`src/rtl/seg_pkg.sv`:
```
// rtl/seg_pkg.sv - shared constants and FSM encoding for the segment display arbiter
package seg_pkg;

  localparam int DIGIT_W = 5;
  localparam int DIGIT_N = 4;
  localparam int DISP_W  = DIGIT_W * DIGIT_N;
  localparam int CNT_W   = 26;

  typedef logic [1:0]        state_t;
  typedef logic [DISP_W-1:0] disp_t;

  localparam logic [1:0] ST_IDLE = 2'd0;
  localparam logic [1:0] ST_SHOW = 2'd1;
  localparam logic [1:0] ST_GAP  = 2'd2;

  // Index of the set bit of a one-hot 3-bit vector (0 when none is set).
  function automatic logic [1:0] onehot_to_idx(input logic [2:0] oh);
    logic [1:0] idx;
    idx = 2'd0;
    if (oh[1]) idx = 2'd1;
    if (oh[2]) idx = 2'd2;
    return idx;
  endfunction

endpackage

```
`src/rtl/rr_pick3.sv`:
```
// rtl/rr_pick3.sv - combinational 3-way round-robin winner selection
module rr_pick3
  import seg_pkg::*;
(
  input  logic [2:0] req,
  input  logic [1:0] last_owner,
  output logic [2:0] winner,
  output logic       valid
);

  // Search starts just after the previous owner and wraps 2->0.
  always_comb begin
    winner = 3'b000;
    case (last_owner)
      2'd0: begin
        if (req[1])      winner = 3'b010;
        else if (req[2]) winner = 3'b100;
        else if (req[0]) winner = 3'b001;
      end
      2'd1: begin
        if (req[2])      winner = 3'b100;
        else if (req[0]) winner = 3'b001;
        else if (req[1]) winner = 3'b010;
      end
      default: begin
        if (req[0])      winner = 3'b001;
        else if (req[1]) winner = 3'b010;
        else if (req[2]) winner = 3'b100;
      end
    endcase
    valid = |req;
  end

endmodule

```
`src/rtl/seg_display_arbiter.sv`:
```
// rtl/seg_display_arbiter.sv - time-sliced arbiter sharing one 4-digit display among 3 requesters
module seg_display_arbiter
  import seg_pkg::*;
#(
  parameter int          DWELL        = 50000000,
  parameter int          GAP          = 5000000,
  parameter logic [19:0] IDLE_PATTERN = 20'h00000
) (
  input  logic        mclk,
  input  logic        rst_N,
  input  logic [2:0]  req,
  input  logic [59:0] req_digits,
  output logic [2:0]  grant,
  output logic [19:0] digits_out,
  output logic        busy
);

  localparam logic [CNT_W-1:0] DWELL_MAX  = CNT_W'(DWELL);
  localparam logic [CNT_W-1:0] DWELL_LAST = CNT_W'(DWELL - 1);
  localparam logic [CNT_W-1:0] GAP_LAST   = CNT_W'(GAP - 1);

  state_t           state;
  logic [1:0]       last_owner;
  logic [CNT_W-1:0] dwell_cnt;
  logic [CNT_W-1:0] gap_cnt;
  logic [2:0]       pick_win;
  logic             pick_valid;
  disp_t            owner_digits;
  logic             owner_req;
  logic             others_req;

  rr_pick3 u_pick (
    .req        (req),
    .last_owner (last_owner),
    .winner     (pick_win),
    .valid      (pick_valid)
  );

  // During SHOW last_owner is the current owner, so it selects the live digit slice.
  always_comb begin
    owner_digits = req_digits[19:0];
    case (last_owner)
      2'd1:    owner_digits = req_digits[39:20];
      2'd2:    owner_digits = req_digits[59:40];
      default: owner_digits = req_digits[19:0];
    endcase
    owner_req  = |(req & grant);
    others_req = |(req & ~grant);
  end

  assign busy = (state != ST_IDLE);

  // Arbitration FSM: IDLE picks a winner, SHOW holds it for the dwell, GAP blanks between owners.
  always_ff @(posedge mclk or negedge rst_N) begin
    if (!rst_N) begin
      state      <= ST_IDLE;
      grant      <= 3'b000;
      digits_out <= IDLE_PATTERN;
      dwell_cnt  <= '0;
      gap_cnt    <= '0;
      last_owner <= 2'd2;
    end else begin
      case (state)
        ST_IDLE: begin
          grant      <= 3'b000;
          digits_out <= IDLE_PATTERN;
          if (pick_valid) begin
            grant      <= pick_win;
            last_owner <= onehot_to_idx(pick_win);
            dwell_cnt  <= '0;
            state      <= ST_SHOW;
          end
        end
        ST_SHOW: begin
          if (!owner_req || (dwell_cnt >= DWELL_LAST && others_req)) begin
            grant      <= 3'b000;
            digits_out <= IDLE_PATTERN;
            gap_cnt    <= '0;
            state      <= ST_GAP;
          end else begin
            digits_out <= owner_digits;
            if (dwell_cnt < DWELL_MAX) dwell_cnt <= dwell_cnt + 1'b1;
          end
        end
        ST_GAP: begin
          digits_out <= IDLE_PATTERN;
          if (gap_cnt == GAP_LAST) state <= ST_IDLE;
          else gap_cnt <= gap_cnt + 1'b1;
        end
        default: begin
          state      <= ST_IDLE;
          grant      <= 3'b000;
          digits_out <= IDLE_PATTERN;
        end
      endcase
    end
  end

endmodule

```
`config.mk`:
```
export PLATFORM = sky130hd
export DESIGN_NAME = seg_display_arbiter
export DESIGN_NICKNAME = d
export VERILOG_FILES = /design/src/rtl/seg_pkg.sv /design/src/rtl/rr_pick3.sv /design/src/rtl/seg_display_arbiter.sv
export SDC_FILE = /design/constraint.sdc
export NUM_CORES = 1
export LEC_CHECK = 0
export ABC_AREA = 0
export CORE_MARGIN = 8
export CORE_UTILIZATION = 56
export DETAILED_ROUTE_END_ITERATION = 16
export GPL_TIMING_DRIVEN = 0
export PLACE_DENSITY = 0.86
export SLEW_MARGIN = 10
export SYNTH_ARGS = -nofsm -noshare
export SYNTH_HDL_FRONTEND = slang
export SYNTH_HIERARCHICAL = 1
export SYNTH_SLANG_ARGS = --single-unit
```
`constraint.sdc`:
```
create_clock -name mclk -period 3.25 [get_ports mclk]
set_clock_uncertainty 0.05 [all_clocks]
set_input_delay 0.325 -clock mclk [delete_from_list [all_inputs] [get_ports mclk]]
set_output_delay 0.325 -clock mclk [all_outputs]
set_load 0.01 [all_outputs]
```
==> qor.txt <==
DIE AREA: 0.0110 mm2
Die width: 105 um
Status: completed
Max-cap check violation count: 0
Final Cycle Share: 73.0%
Reg2reg end: dwell_cnt[21]
Post-Route WL: 12.2 mm
Clk sinks: 79
Synth area leader: dfrtp_1
Critical path startpoint category: flip-flop
Worst setup path end: dwell_cnt[21]
Critical Path RT: 3.47 ns
CTS resizes: 0
Yosys top cell area share: 43.9%
FF-to-FF path depth: 7
Clk_lat worst skew: 0.36 ns
EDFF count, synth: 0
Vias: 4295
Leakage: 2.15 nW
Vias per cell: 6.10
Yosys cell types: 62
Clock transition at the registers of the reported paths: 0.08 ns
H-tree levels: 3
Fin crit period: 2.37 ns
Slew HR: 54.3%
Ys flop type: dfrtp_1
DRT iter0 DRCs: 263
Syn nets: 565
Gpl congestion: 0.888
Root Driver: clkbuf_8
Leading post-synthesis cells by cell area: dfrtp_1 44%, nor2_1 5.9%, a21oi_1 4.3%
Drt first pass iters: 5
Seq/Total Area, Yosys: 44.5%
Design Power: 1.91 mW
RR Startpoint: dwell_cnt[9]
CP Capture Type: flip-flop
Critical Path AT: 2.60 ns
RSZ-0062 raised after global routing: no
Fin util: 73.9%
Maximum vdd ir drop: 0.000242 V
Post-route antenna net violation count: 0
Routed wire per std cell: 17.3 um
Post-CTS setup buffer count: 0
Synth top cells by count: 78 x dfrtp_1, 70 x nor2_1, 47 x nand2_1, 38 x a21oi_1, 23 x a22oi_1
Overall Global Routing Usage: 22.3%
Diodes inserted: 0
Layout cell share with drive strength beyond 1: 7.81%
Setup crit start: dwell_cnt[9]
Ports: 89
Largest net degree at the start of global routing: 54
Hold Path Class: in -> async
Core area: 0.00773 mm2
GRT Residual Overflow: 0
Post-layout nets: 666
Final setup violation count: 0
DRC viols: 0
Number of global-route vias before repair: 4282
Initial Utilization: 57.5%
Async SR Flop Fraction: 100%
Power per cell area: 335 mW/mm2
Syn. warnings: 6
CTS Buf Count: 9
Max Clk Rate: 422 MHz
P&R area growth vs syn: 28.5%
Slew @ Worst Pin: 0.680 ns
Mean Syn Cell Area: 8.97 um2
Mapped cell area: 0.00445 mm2
Clk buf depth: 2
Initial antenna violation count: 0
First-pass GRT wire length: 20.3 mm
Row count: 32
#FFs+latches synth: 79
Setup slack on the worst flop-to-flop path: 0.88 ns
Most numerous cell in the Yosys netlist: dfrtp_1
Synthesized instance count: 496
Filler instances: 562
Port bufs: 88
DPL Wire Length: 8.89 mm
Worst Path Class, Setup: reg -> reg
Largest fanout on the critical path: 10
Hold Fails Final Rpt: 0
TritonCTS clock tree: yes
Slew Viols, Final: 0
Die height: 105 um
state kept, by name, summed over array words and instances, names as in the netlist:
| register | cells |
|---|---|
| last_owner | 2 |
| state | 2 |
| gap_cnt | 26 |
| dwell_cnt | 26 |
| digits_out | 20 |
| grant | 3 |
area by class of cell:
type	count	area [um2]	area share (%)
repair buffers	90	916	16.0
well taps	102	128	2.23
inverters	10	37.5	0.657
clock buffers	11	141	2.47
multi-input cells	379	2290	40.1
flip-flops and latches	79	1980	34.6
clock inverters	5	81.3	1.42
plain buffers	28	140	2.45
cells in the final DEF, fill, tap and decap left out, types with 4 or more instances in the layout:
master and instances:
clkdlybuf4s50_1 87, dfrtp_1 78, nor2_1 70, nand2_1 47, a21oi_1 38, a22oi_1 23, nand3_1 18, o31ai_1 17
clkbuf_1 17, o21ai_0 16, or4_1 13, nand4_1 13, nor4_1 12, nand2b_1 11, inv_1 10, xor2_1 10
clkbuf_8 10, xnor2_1 8, mux2i_1 7, a31oi_1 7, buf_2 7, and2_1 6, nor3_1 6, and3_1 6
and4_1 5, ha_1 4
critical path, cell delays in order (launching register included):
cell	delay, ns
dfrtp_1	0.46
nor3_1	0.44
o31a_1	0.29
o21a_2	0.21
nor2_4	0.06
buf_2	0.20
nor4_1	0.34
mux2i_1	0.23
what timing repair did:
action                                  in CTS  in global routing
hold buffers                                 1                  0
hold endpoints to repair                    26                  0
endpoints found under the setup margin       0                  0
layer usage:
layer  up-vias  GRT usage, %  routed length, um
li1       2005             -                  -
met1      2057          26.5               4850
met2       207          34.5               5620
met3        26          8.91               1420
met4         0          11.0                296
met5         -             0                  0
power by group:
part | total [mW] | internal [mW] | switching (mW)
registers | 0.982 | 0.982 | 0
logic | 0.118 | 0.0783 | 0.0402
clock network | 0.811 | 0.454 | 0.357
total | 1.91 | 1.51 | 0.398
metrics by stage:
stage                     setup TNS [ns]  cells  setup slack, ns  hold slack, ns  cell area [um2]
after floorplan                        0    496             1.27         -0.0206             4450
after global placement            -69.07    686           -0.890           0.464             5460
after detailed placement               0    687            0.708           0.221             5480
after CTS                              0    704            0.922           0.390             5710
after global routing                   0    704            0.773           0.434             5710
final                                  0    704            0.878           0.384             5710
logic make-up after synthesis:
| family | count (synthesis) | share of synthesized area [%] |
|---|---|---|
| simple gates | 230 | 27.1 |
| compound gates | 120 | 18.2 |
| flops | 79 | 44.5 |
| buf+inv | 38 | 4.00 |
| xor+xnor | 18 | 3.55 |
| mux | 7 | 1.58 |
| fa+ha+maj | 4 | 1.13 |
worst min path at each step:
stage / endpoint / slack (ns) / cells past startpoint
3_5_place_dp: dwell_cnt[7] / 0.22 / 1
4_1_cts: dwell_cnt[7] / 0.39 / 2
6_report: dwell_cnt[7] / 0.38 / 2
2_1_floorplan: digits_out[0] / -0.02 / 0
5_1_grt: dwell_cnt[7] / 0.43 / 2
3_3_place_gp: dwell_cnt[6] / 0.46 / 1
Power figures use the tool's default switching activity.
